[config.mk]
export PLATFORM = sky130hd
export DESIGN_NAME = memcode_arbiter
export DESIGN_NICKNAME = d
export VERILOG_FILES = /design/src/rtl/memcode_arbiter.sv
export SDC_FILE = /design/constraint.sdc
export NUM_CORES = 1
export LEC_CHECK = 0
export BUFFER_PORTS_ARGS = -buffer_cell sky130_fd_sc_hd__buf_4
export CAP_MARGIN = 5
export CORE_ASPECT_RATIO = 1.4
export CORE_MARGIN = 3
export CORE_UTILIZATION = 38
export CTS_BUF_LIST = sky130_fd_sc_hd__clkbuf_2
export DETAILED_ROUTE_END_ITERATION = 8
export PLACE_DENSITY = 0.88
export SETUP_SLACK_MARGIN = 0.15
export SLEW_MARGIN = 30
export SYNTH_ARGS = -nofsm -noshare
export SYNTH_HDL_FRONTEND = slang
export SYNTH_SLANG_ARGS = --single-unit
[constraint.sdc]
create_clock -name clk -period 1.8 [get_ports clk]
set_input_delay 0.09 -clock clk [delete_from_list [all_inputs] [get_ports clk]]
set_output_delay 0.09 -clock clk [all_outputs]
set_load 0.01 [all_outputs]
[src/rtl/memcode_arbiter.sv]
// Arbitrates one synchronous code ROM between NUM_REQ PRN memory-code requesters
// (round-robin) and a host debug port (priority, with a bounded streak).
module memcode_arbiter #(
  parameter int NUM_REQ  = 4,
  parameter int HOST_MAX = 4,
  localparam int LG_W    = $clog2(NUM_REQ)
) (
  input  logic                    clk,
  input  logic                    rst_b,
  input  logic [NUM_REQ-1:0]      req_rd,
  input  logic [NUM_REQ*14-1:0]   req_addr,
  output logic [NUM_REQ-1:0]      req_read_valid,
  output logic [31:0]             memcode_data,
  input  logic                    host_rd,
  input  logic [13:0]             host_addr,
  output logic                    host_ready,
  output logic [31:0]             host_rdata,
  output logic                    host_rdata_valid,
  output logic                    rom_rd,
  output logic [13:0]             rom_addr,
  input  logic [31:0]             rom_data,
  output logic [LG_W-1:0]         o_dbg_last_grant,
  output logic [2:0]              o_dbg_host_streak
);

  // Handshake: a requester holds req_rd (or host_rd) high with a stable address
  // until it sees req_read_valid (or host_ready) in the same cycle; that cycle is
  // the ROM access, and the data appears on memcode_data for the whole next cycle.

  localparam logic [2:0]      HMAX       = 3'(HOST_MAX);
  localparam logic [LG_W-1:0] LAST_RESET = LG_W'(NUM_REQ - 1);

  logic [LG_W-1:0]    r_last_grant;
  logic [2:0]         r_host_streak;
  logic               r_host_inflight;
  logic [31:0]        r_host_rdata;
  logic               r_host_rdata_valid;

  logic               w_any_req;
  logic               w_host_block;
  logic               w_host_gnt;
  logic               w_rr_found;
  logic [LG_W-1:0]    w_rr_idx;
  logic [LG_W-1:0]    w_cand;
  logic               w_req_win;
  logic [NUM_REQ-1:0] w_req_gnt;
  logic [13:0]        w_rom_addr;
  logic [2:0]         w_streak_nxt;

  assign w_any_req    = |req_rd;
  assign w_host_block = (r_host_streak == HMAX) && w_any_req;
  assign w_host_gnt   = host_rd && !w_host_block;

  // Cyclic search starting just above the last requester that was served.
  always_comb begin
    w_rr_found = 1'b0;
    w_rr_idx   = '0;
    w_cand     = '0;
    for (int i = 1; i <= NUM_REQ; i++) begin
      w_cand = LG_W'((int'(r_last_grant) + i) % NUM_REQ);
      if (!w_rr_found && req_rd[w_cand]) begin
        w_rr_found = 1'b1;
        w_rr_idx   = w_cand;
      end
    end
  end

  assign w_req_win = w_rr_found && !w_host_gnt;

  always_comb begin
    w_req_gnt = '0;
    if (w_req_win) begin
      w_req_gnt[w_rr_idx] = 1'b1;
    end
  end

  always_comb begin
    w_rom_addr = 14'd0;
    if (w_host_gnt) begin
      w_rom_addr = host_addr;
    end else if (w_req_win) begin
      w_rom_addr = req_addr[int'(w_rr_idx)*14 +: 14];
    end
  end

  // The streak only counts host wins that actually held off a requester.
  always_comb begin
    w_streak_nxt = r_host_streak;
    if (!w_any_req || w_req_win) begin
      w_streak_nxt = 3'd0;
    end else if (w_host_gnt && (r_host_streak != HMAX)) begin
      w_streak_nxt = r_host_streak + 3'd1;
    end
  end

  always_ff @(posedge clk or negedge rst_b) begin
    if (!rst_b) begin
      r_last_grant       <= LAST_RESET;
      r_host_streak      <= 3'd0;
      r_host_inflight    <= 1'b0;
      r_host_rdata       <= 32'd0;
      r_host_rdata_valid <= 1'b0;
    end else begin
      r_host_streak      <= w_streak_nxt;
      r_host_inflight    <= w_host_gnt;
      r_host_rdata_valid <= r_host_inflight;
      if (w_req_win) begin
        r_last_grant <= w_rr_idx;
      end
      // ROM output for a host grant at T is present during T+1.
      if (r_host_inflight) begin
        r_host_rdata <= rom_data;
      end
    end
  end

  assign req_read_valid    = w_req_gnt;
  assign host_ready        = w_host_gnt;
  assign rom_rd            = w_host_gnt || w_req_win;
  assign rom_addr          = w_rom_addr;
  assign memcode_data      = rom_data;
  assign host_rdata        = r_host_rdata;
  assign host_rdata_valid  = r_host_rdata_valid;
  assign o_dbg_last_grant  = r_last_grant;
  assign o_dbg_host_streak = r_host_streak;

endmodule

Word level (Yosys, flattened, before mapping):

Cells that the tools add are included.

* bits of input ports: 109
* word-level logic and storage cells: 61
* output and inout port bits: 90
* flip-flop bits (word level): 39

* eq/ne operators: 2
* $mul: 1
* multiplexer cells: 23
* shifts and indexed selects: 1
* order comparisons: 6
* add/subtract/negate cells: 5
* reductions and logical operators: 18

Operator list (count)
* indexed part select 56 x 7 -> 14 bit: 1
* 2-to-1 mux 14 bit: 2
* less-than comparator 2 x 3 -> 1 bit (second input constant): 5
* 2-to-1 mux 1 bit: 9
* binary-select mux 1 bit (select 2 bit): 4
* logical AND 1 bit: 8
* 2-to-1 mux 2 bit: 4
* zero test 1 bit: 6
* 2-to-1 mux 3 bit: 2
* multiplier 2 x 3 -> 5 bit (second input constant): 1
* adder 2 x 1 -> 2 bit (second input constant): 2
* adder 2 bit (second input constant): 2
* 2-to-1 mux 4 bit: 1
* OR reduction 4 bit: 1
* adder 3 x 1 -> 3 bit (second input constant): 1
* equality test 3 bit (second input constant): 1
* != test 3 bit (second input constant): 1
* demux 1 bit (select 2 bit): 1
* >= comparator 2 x 1 -> 1 bit (second input constant): 1
* logical OR 1 bit: 2
* nonzero test 2 bit: 1

Depth between registers and ports, before layout:

Gate-level depths: netlist (run 1).

* depth in word-level cells: 18
* gate-level depth with buffers: 8
* depth with buffers taken out: 7

Least setup slack after synthesis (run 1):

No wires, ideal clock.

* kind: reg2out
* from: reg r_last_grant[1], in the netlist o_dbg_last_grant[1]
* to: out rom_addr[0]
* cell stages (with the launch flop): 8
* data arrival time: 1.686 ns
* data required time: 1.710 ns
* path slack: 0.024 ns
* cell sequence: dfstp_2 buf_6 nand2b_1 a21oi_2 o221ai_4 buf_6 mux2_4 o211ai_2

* longest elaborated chain between the ends: 17

Ends and longest elaborated chain
* from (decl): RTL line 33 `logic [LG_W-1:0] r_last_grant;`
* from (signal assigned): RTL line 108 `r_last_grant <= w_rr_idx;`
* adder 2 x 1 -> 2 bit: RTL line 60 `w_cand = LG_W'((int'(r_last_grant) + i) % NUM_REQ);`
* binary-select mux 1 bit (select 2 bit): RTL line 61 `if (!w_rr_found && req_rd[w_cand]) begin`
* 2-to-1 mux 1 bit (implied by the code): RTL line 61
* 2-to-1 mux 1 bit: RTL line 61
* zero test 1 bit: RTL line 61
* logical AND 1 bit: RTL line 61
* 2-to-1 mux 1 bit: RTL line 61
* zero test 1 bit: RTL line 61
* logical AND 1 bit: RTL line 61
* 2-to-1 mux 1 bit: RTL line 61
* zero test 1 bit: RTL line 61
* logical AND 1 bit: RTL line 61
* 2-to-1 mux 2 bit: RTL line 61
* multiplier 2 x 3 -> 5 bit: RTL line 82 `w_rom_addr = req_addr[int'(w_rr_idx)*14 +: 14];`
* indexed part select 56 x 7 -> 14 bit: RTL line 82
* 2-to-1 mux 14 bit *: RTL line 81 `end else if (w_req_win) begin`
* 2-to-1 mux 14 bit *: RTL line 79 `if (w_host_gnt) begin`
* to (decl): RTL line 20 `output logic [13:0] rom_addr,`

Every way passes the cells marked *; elsewhere a longest branch is shown, timed or not. The select of a mux whose other input is x is not followed.

Worst setup path in the final report (run 1):

* from: reg r_last_grant[1], in the netlist o_dbg_last_grant[1]
* to: out rom_addr[2]

Same word-level chain as after synthesis.

==> results of run 1 <==
[final timing paths]
kind / end / cells after the start / slack [ns]
hold reg to reg: host_rdata[19]$_DFFE_PN0P_ / 1 / 0.53
setup reg to reg: o_dbg_last_grant[1]$_DFFE_PN1P_ / 7 / 0.28
max in group asynchronous: o_dbg_last_grant[1]$_DFFE_PN1P_ / 2 / 1.23
min in group asynchronous: host_rdata[29]$_DFFE_PN0P_ / 2 / 0.21
setup / recovery: rom_addr[2] / 7 / -0.60
hold / removal: o_dbg_last_grant[0]$_DFFE_PN1P_ / 4 / 0.07
[what timing repair did]
action,4_1_cts,5_1_grt
pin swaps,6,4
hold endpoints to repair,72,0
endpoints found under the setup margin,19,19
gates cloned,1,3
setup buffers,6,1
hold buffers,34,0
gates resized for setup,17,10
[metrics by stage]
| step | setup TNS, ns | area [um^2] |
|---|---|---|
| after floorplan | 0 | 2688 |
| after global placement | -1.289 | 4143 |
| after detailed placement | -1.961 | 4143 |
| after CTS | -9.656 | 4720 |
| after global routing | -11.51 | 4830 |
| final | -9.484 | 4830 |
[worst reg2reg max path, stage by stage (launching register included)]
cell     delay, ns
dfstp_2       0.63
buf_4         0.15
a21o_1        0.15
a31oi_4       0.12
buf_12        0.15
buf_16        0.14
nand2_2       0.08
nand2_1       0.06
[layout by cell type, fill, tap and decap left out, types with 2 or more instances in the layout]
| cell type | n |
|---|---|
| buf_12 | 5 |
| nand2_1 | 19 |
| mux2_4 | 12 |
| dfrtp_1 | 37 |
| mux2_2 | 34 |
| clkbuf_2 | 5 |
| buf_6 | 8 |
| dfstp_2 | 2 |
| mux2i_1 | 13 |
| mux2i_2 | 2 |
| clkbuf_16 | 2 |
| o211ai_4 | 3 |
| dlygate4sd3_1 | 34 |
| nor2_1 | 5 |
| nand2b_4 | 2 |
| inv_1 | 3 |
| buf_4 | 210 |
| nand3_1 | 28 |
| o211ai_2 | 9 |
| a31oi_4 | 2 |
| o211ai_1 | 2 |
| a21oi_1 | 4 |
| and3_1 | 2 |
[per-layer routing]
metal / up-vias / global-route usage, % / wire length, um
met5: - / 0 / 0
met4: 0 / 7.513 / 217
met3: 17 / 6.379 / 948
met2: 176 / 41.21 / 4905
met1: 1310 / 25.26 / 3418
li1: 1286 / - / -
[sequential cells by signal (all words and copies together), names as in the netlist]
register / flops
o_dbg_last_grant: 2
r_host_inflight: 1
o_dbg_host_streak: 3
host_rdata: 32
host_rdata_valid: 1
[layout make-up]
class | instances | area [um^2]
Clock buffer | 5 | 25.02
Clock inverter | 3 | 43.79
Fill cell | 446 | 1871
Inverter | 4 | 15.01
Multi-Input combinational cell | 157 | 1468
Sequential cell | 39 | 978.4
Tap cell | 92 | 115.1
Timing Repair Buffer | 260 | 2185
[kinds of logic after synthesis]
kind of cell,count (synthesis)
adder cells (fa/ha/maj),2
AO/OA/AOI/OAI,26
buffers and inverters,52
AND/OR/NAND/NOR,67
flip-flops,39
multiplexers,62
[report_power, final]
| group | internal, mW | total [mW] | switching (mW) |
|---|---|---|---|
| logic | 1.11 | 1.93 | 0.823 |
| registers | 0.990 | 1.06 | 0.0673 |
| clock network | 0.236 | 0.523 | 0.287 |
==> out/qor.yml, run 1 <==
die:
  rows: 35
  core_um2: 6700
  die_h_um: 105.1
  die_w_um: 76.81
  io_pins: 199
  initial_core_util_pct: 39.81
  die-area_um2: 8075
synth:
  synthAdderAreaFrac_pct: 0.9381
  synth_edf_count: 0
  ys_seq_area_share_pct: 36.68
  yosys.area_share.xor_xnor_pct: 0
  synth_area_leader_cell: "dfrtp_1"
  synthTopCellsByArea: "dfrtp_1 (35%), mux2_2 (14%), buf_4 (9.3%)"
  post-synth-top-count-cell: "dfrtp_1"
  synth_cell_types: 34
  synth_common_cells: "dfrtp_1 (37), mux2_2 (34), buf_4 (33)"
  synth_top_cell_area_share_pct: 34.71
  syn_nets: 359
  synthSimpleGateAreaFrac_pct: 12.38
  async_reset_ff_share_pct: 100.0
  synthMuxAreaShare_pct: 27.11
  avgSynthCellArea_um2: 10.76
  yosys_warnings: 0
  synth-seq-cells: 39
  synth_compound_gate_area_share_pct: 9.709
  syn_inst: 248
  synth_top_family_by_area: "multiplexers"
  netlist_area_um2: 2668
  synth_flop_cell: "dfrtp_1"
final_layout:
  utilization_pct: 72.08
  fin_cells: 560
  layout-drive-gt1-share_pct: 66.67
  antenna_cells: 0
  nets: 578
  syn2layout_area_growth_pct: 81.05
place:
  dp_slack_ns: -0.1822
  port_buffers: 198
  dp_cells: 507
  place.gp.congestion: 0.8478
  hpwlAfterDp_mm: 6.660
timing:
  holdWs_ns: 0.06662
  rsz0062_at_grt: "true"
  finClkSkew_ns: 0.01598
  hold_viol: 0
  setup_ws_ns: -0.6003
  fin_crit_sh_pct: 133.3
  worst_pin_slew_ns: 0.5036
  setup_violations: 18
  max_freq_mhz: 416.6
  post-route-min-period_ns: 2.400
  slew_violations: 0
  slew_headroom_pct: 66.43
global_route:
  grt_pass1_wl_mm: 14.56
  grt_max_degree: 40
  grt-ovfl-total: 0
  first_global_vias: 2849
  grt_util_all_layers_pct: 22.76
  antenna_found_initial: 0
pwr:
  ir_drop_mv: 0.4124
  p_total_mw: 3.510
  power.density_nw_per_um2: 726.7
  power.leakage_nw: 2.367
clock_tree:
  clkLatencyLatePin_ns: 0.37
  h-tree-depth: 2
  cts_made_buffers: 5
  clk_pin_slew_ns: 0.21
  cts_sinks: 39
  cts_tree: "built"
  cts_root_buffer: "clkbuf_2"
  cts_buffer_depth: 2
critical_path:
  path_buf_inv: 3
  start_kind: "register"
  required_ns: 1.71
  cp_top_family: "flip-flops"
  cp_slowest_cell: "dfstp_2"
  r2r-start: "o_dbg_last_grant[1]$_DFFE_PN1P_"
  crit_type: "reg -> out"
  critPathMaxStageDelay_ns: 0.63
  worstSetupEndpointType: "output port"
  cp.arrival_ns: 2.31
  crit_chain: "buf_4 -> mux2i_4 -> o221ai_4 -> buf_12 -> mux2_4 -> o211ai_4 -> buf_6"
  startpoint: "o_dbg_last_grant[1]$_DFFE_PN1P_"
  cp_max_fo: 12
detailed_routing:
  via_per_inst: 4.980
  vias: 2789
  drtAntennaViolNets: 0
  drcViolationCount: 0
  drt_iter0_markers: 55
  wl_mm: 9.489
  wl_per_cell_um: 16.94
  dr.pass1.iters: 4
outcome:
  outcome: "finished, violations left"
  violations: "setup timing"
flow_run:
  max-cap-violations: 0
min_path:
  holdCritStartpoint: "req_rd[0]"
  hold_class: "in -> reg"
Power figures use the tool's default switching activity.
==> run 2: changes to the inputs <==
==> constraint.sdc (replaced) <==
create_clock -name clk -period 1.8 [get_ports clk]
set_input_delay 0.27 -clock clk [delete_from_list [all_inputs] [get_ports clk]]
set_output_delay 0.27 -clock clk [all_outputs]
set_load 0.01 [all_outputs]
==> run 2 against run 1 <==
Net effect: the run still ends with setup timing left; critical path depth grew 2; non-clock buffer count down 29; cell count decreased by 5.0%; combinational power hardly changed; first-iteration DRC count up 49%; critical endpoint is now rom_addr[12]; utilization fell by 4.2 points; sequential share of layout area up 1.3 points.
==> out/qor.yml, run 2 (synthesized netlist as in run 1, its figures left out) <==
critical_path:
  startpoint: "o_dbg_last_grant[1]$_DFFE_PN1P_"
  cp_slowest_cell: "dfstp_2"
  ff2ff_path_depth: 8
  cp.arrival_ns: 2.30
  crit_cells: 9
  crit_type: "reg -> out"
  crit_chain: "buf_4 -> buf_6 -> a21o_1 -> a31oi_4 -> buf_12 -> nand3_1 -> mux2_4 -> o211ai_1 -> buf_4"
  reg2reg_to: "o_dbg_last_grant[0]$_DFFE_PN1P_"
  r2r-start: "o_dbg_last_grant[1]$_DFFE_PN1P_"
  cp_top_family: "buffers and inverters"
  crit_end: "rom_addr[12]"
  worstSetupEndpointType: "output port"
  start_kind: "register"
  cp_max_fo: 28
  path_buf_inv: 4
  critPathMaxStageDelay_ns: 0.45
  worst-r2r-setup-slack_ns: 0.21
  required_ns: 1.53
  cpMostUsedCell: "buf_4"
min_path:
  holdCritStartpoint: "rom_data[31]"
  hold_class: "in -> reg"
timing:
  fin_crit_sh_pct: 143.0
  slew_violations: 0
  holdWs_ns: 0.1327
  setup_violations: 20
  post-route-min-period_ns: 2.573
  setup_ws_ns: -0.7732
  worst_pin_slew_ns: 0.4847
  slew_headroom_pct: 67.69
  max_freq_mhz: 388.6
  rsz0062_at_grt: "true"
  finClkSkew_ns: 0.01822
  hold_viol: 0
global_route:
  grt_max_degree: 40
  grt_util_all_layers_pct: 19.90
  antenna_found_initial: 1
  grt-ovfl-total: 0
  first_global_vias: 2710
  grt_pass1_wl_mm: 12.86
die:
  core_um2: 6700
  die-area_um2: 8075
  die_w_um: 76.81
  initial_core_util_pct: 39.81
  io_pins: 199
  rows: 35
  die_h_um: 105.1
final_layout:
  final_cell_mix: "buf_4 (214), dfrtp_1 (37), mux2_2 (32), nand3_1 (27), nand2_1 (20)"
  largest_reg_flops: 32
  utilization_pct: 67.84
  syn2layout_area_growth_pct: 70.40
  nets: 549
  fin_area_um2: 4546
  layout-drive-gt1-share_pct: 73.12
  layout_commonest_cell: "buf_4"
  fin_cells: 532
pwr:
  power.leakage_nw: 2.240
  ir_drop_mv: 0.4761
  power.density_nw_per_um2: 763.3
clock_tree:
  cts_sinks: 39
  cts_made_buffers: 5
  cts_tree: "built"
  clk_pin_slew_ns: 0.20
  h-tree-depth: 2
  clkLatencyLatePin_ns: 0.37
  cts_buffer_depth: 2
  cts_root_buffer: "clkbuf_2"
place:
  place.gp.congestion: 0.8318
  dp_cells: 512
  hpwlAfterDp_mm: 6.548
  dpl_cell_area_um2: 4183
  port_buffers: 198
outcome:
  violations: "setup timing"
  outcome: "finished, violations left"
detailed_routing:
  drt_iter0_markers: 82
  wl_per_cell_um: 15.91
  dr.pass1.iters: 4
  drtAntennaViolNets: 0
  drcViolationCount: 0
  vias: 2646
  wl_mm: 8.463
  via_per_inst: 4.974
flow_run:
  max-cap-violations: 0
run 2: worst min path at each step:
stage	endpoint	cells after the start
finish	host_rdata[31]$_DFFE_PN0P_	2
global route	host_rdata[9]$_DFFE_PN0P_	2
CTS	host_rdata[31]$_DFFE_PN0P_	2
detailed placement	host_rdata[25]$_DFFE_PN0P_	1
global placement	host_rdata[16]$_DFFE_PN0P_	1
floorplan	host_rdata[0]$_DFFE_PN0P_	0
run 2: cell type report:
class | instances | area, um^2
Inverter | 4 | 15.01
Antenna cell | 1 | 2.502
Clock inverter | 3 | 38.79
Fill cell | 501 | 2155
Tap cell | 92 | 115.1
Multi-Input combinational cell | 157 | 1496
Timing Repair Buffer | 231 | 1874
Sequential cell | 39 | 978.4
Clock buffer | 5 | 25.02
run 2: what timing repair did:
action,CTS,global route
gates cloned,1,1
buffers inserted,4,4
setup endpoints to repair,19,20
pin swaps,1,4
gates resized for setup,19,16
hold buffers,1,0
hold endpoints to repair,37,0
run 2: where the power goes:
group / internal [mW] / leakage (nW) / switching (mW)
logic: 1.11 / 1.74 / 0.798
clock network: 0.229 / 0.0404 / 0.274
registers: 0.990 / 0.457 / 0.0650
total: 2.33 / 2.24 / 1.14
run 2: stage by stage:
| step | total power, mW | setup WS [ns] | setup TNS (ns) |
|---|---|---|---|
| floorplan | 1.945 | -0.1554 | -2.114 |
| global placement | 2.637 | -0.2579 | -3.228 |
| CTS | 3.368 | -0.7613 | -12.95 |
| detailed placement | 2.682 | -0.3106 | -4.103 |
| global route | 3.669 | -0.9067 | -15.87 |
| finish | 3.470 | -0.7732 | -13.14 |
run 2: routing by layer:
metal	GRT usage [%]	vias up	part of all wire, %
met5	0	-	0
met4	6.865	0	1.9
met3	7.672	14	12
met2	36.78	180	52
met1	19.99	1222	34
li1	-	1230	-
==> run 3: changes to the inputs <==
--- a/config.mk
+++ b/config.mk
@@ -9,10 +9,10 @@
 export CAP_MARGIN = 5
 export CORE_ASPECT_RATIO = 1.4
 export CORE_MARGIN = 3
-export CORE_UTILIZATION = 38
+export CORE_UTILIZATION = 42
 export CTS_BUF_LIST = sky130_fd_sc_hd__clkbuf_2
 export DETAILED_ROUTE_END_ITERATION = 8
-export PLACE_DENSITY = 0.88
+export PLACE_DENSITY = 0.92
 export SETUP_SLACK_MARGIN = 0.15
 export SLEW_MARGIN = 30
 export SYNTH_ARGS = -nofsm -noshare
==> constraint.sdc (replaced) <==
create_clock -name clk -period 2.4 [get_ports clk]
set_input_delay 0.36 -clock clk [delete_from_list [all_inputs] [get_ports clk]]
set_output_delay 0.36 -clock clk [all_outputs]
set_load 0.01 [all_outputs]
==> run 3 against run 2 <==
Net effect: the run still ends with setup timing left; sequential share of layout area is 0.58 points higher; clock power is 1% lower; worst hold slack better by 0.084 ns; largest cell class unchanged; sequential cell count stayed put; first-iteration DRC count is 84% higher; non-clock buffer count is 14 lower; critical endpoint is now rom_addr[10]; utilization is 6.1 points higher; sequential power is 24% lower; clock skew is 0.0064 ns lower; highest routed layer unchanged.
==> out/qor.yml, run 3 (synthesized netlist as in run 1, its figures left out) <==
outcome:
  outcome: "finished, violations left"
  violations: "setup timing"
timing:
  rsz0062_at_grt: "true"
  holdWs_ns: 0.2162
  hold_viol: 0
  finClkSkew_ns: 0.01186
  post-route-min-period_ns: 2.620
  max_freq_mhz: 381.7
  setup_violations: 18
  setup_ws_ns: -0.2200
  slew_violations: 0
  worst_pin_slew_ns: 0.4826
  slew_headroom_pct: 67.83
  fin_crit_sh_pct: 109.2
final_layout:
  layout_commonest_cell: "buf_4"
  nets: 535
  syn2layout_area_growth_pct: 65.90
  antenna_cells: 0
  largest_reg_flops: 32
  fin_area_um2: 4425
  final_cell_mix: "buf_4 (203), dfrtp_1 (37), mux2_2 (34), nand3_1 (27), nand2_1 (19)"
  layout-drive-gt1-share_pct: 72.00
  utilization_pct: 73.92
global_route:
  antenna_found_initial: 0
  first_global_vias: 2647
  grt_util_all_layers_pct: 23.06
  gr-usage-met3_pct: 6.212
  grt_use_met1_pct: 23.97
  grt.busiest_layer: "met2"
  grt-ovfl-total: 0
  grt_max_degree: 40
  grt_use_met2_pct: 43.63
  grt_pass1_wl_mm: 12.92
clock_tree:
  h-tree-depth: 2
  clk_pin_slew_ns: 0.20
  clkLatencyLatePin_ns: 0.36
  cts_sinks: 39
  cts_tree: "built"
  cts_made_buffers: 5
  cts_buffer_depth: 2
  cts_root_buffer: "clkbuf_2"
place:
  hpwlAfterDp_mm: 6.908
  port_buffers: 198
  dpl_cell_area_um2: 4020
  place.gp.congestion: 0.8925
  dp_slack_ns: 0.1194
detailed_routing:
  drtAntennaViolNets: 0
  dr.pass1.iters: 4
  vias: 2583
  drcViolationCount: 0
  wl_mm: 9.196
  via_per_inst: 5.218
  drt_iter0_markers: 151
  wl_per_cell_um: 18.58
pwr:
  power.leakage_nw: 2.190
  p_total_mw: 2.694
  ir_drop_mv: 0.3151
  power.density_nw_per_um2: 608.8
critical_path:
  worstSetupEndpointType: "output port"
  reg2reg_to: "o_dbg_last_grant[1]$_DFFE_PN1P_"
  cp.arrival_ns: 2.26
  required_ns: 2.04
  ff2ff_path_depth: 7
  crit_end: "rom_addr[10]"
  r2r-start: "o_dbg_last_grant[1]$_DFFE_PN1P_"
  worst-r2r-setup-slack_ns: 0.78
  crit_type: "reg -> out"
  cp_max_fo: 15
  startpoint: "o_dbg_last_grant[1]$_DFFE_PN1P_"
  start_kind: "register"
min_path:
  hold_class: "in -> reg"
  hold_depth: 2
die:
  die_w_um: 73.36
  die_h_um: 100.3
  core_um2: 5987
  initial_core_util_pct: 44.56
  rows: 33
  io_pins: 199
  die-area_um2: 7357
flow_run:
  max-cap-violations: 0
run 3: changes by cell type in the layout (fill, tap and decap cells not counted), moves of 2 or more:
cell | previous run | this run
mux2i_1 | 6 | 8
mux2_2 | 32 | 34
buf_6 | 8 | 4
mux2_4 | 14 | 12
clkbuf_16 | 1 | 3
buf_4 | 214 | 203
run 3: cell type report:
| cell class | count | area, um^2 |
|---|---|---|
| inverters | 4 | 15.01 |
| repair buffers | 217 | 1789 |
| flip-flops and latches | 39 | 978.4 |
| fillers | 412 | 1562 |
| well taps | 70 | 87.58 |
| clock inverters | 2 | 60.06 |
| clock buffers | 6 | 30.03 |
| multi-input cells | 157 | 1465 |
run 3: how the worst min path moves through the flow:
stage,slack [ns],start,end
finish,0.22,rom_data[30],host_rdata[30]$_DFFE_PN0P_
global route,0.14,rom_data[4],host_rdata[4]$_DFFE_PN0P_
CTS,0.19,rom_data[30],host_rdata[30]$_DFFE_PN0P_
detailed placement,0.35,rst_b,o_dbg_host_streak[2]$_DFFE_PN0P_
global placement,0.35,rst_b,o_dbg_host_streak[2]$_DFFE_PN0P_
floorplan,0.06,rst_b,host_rdata[0]$_DFFE_PN0P_
run 3: report_power, final:
group	leakage [nW]	switching, mW	internal, mW
Sequential	0.457	0.0569	0.743
Combinational	1.68	0.598	0.801
Clock	0.0532	0.211	0.286
run 3: what timing repair did:
item,CTS,global route
endpoints found under the hold margin,37,0
setup buffers,4,2
pin swaps,2,3
setup endpoints to repair,18,18
resized for setup,15,13
hold buffers,1,0
cloned,2,3
run 3: per-layer routing:
| layer | vias to the layer above | wire [um] |
|---|---|---|
| li1 | 1195 | - |
| met1 | 1223 | 3138 |
| met2 | 155 | 4910 |
| met3 | 10 | 987 |
| met4 | 0 | 160 |
| met5 | - | 0 |
run 3: worst max-delay path, cell delays in order (launching register included):
cell and delay, ns:
dfstp_2 0.62, buf_4 0.12, nand3b_1 0.11, a31oi_4 0.26, clkbuf_16 0.23, nand3_1 0.08
mux2_4 0.28, o211ai_2 0.06, buf_4 0.14
run 3: through the flow:
stage / setup TNS, ns / cells
CTS: -3.372 / 490
global route: -5.370 / 495
finish: -3.212 / 495
detailed placement: 0 / 475
floorplan: 0 / 248
global placement: 0 / 475
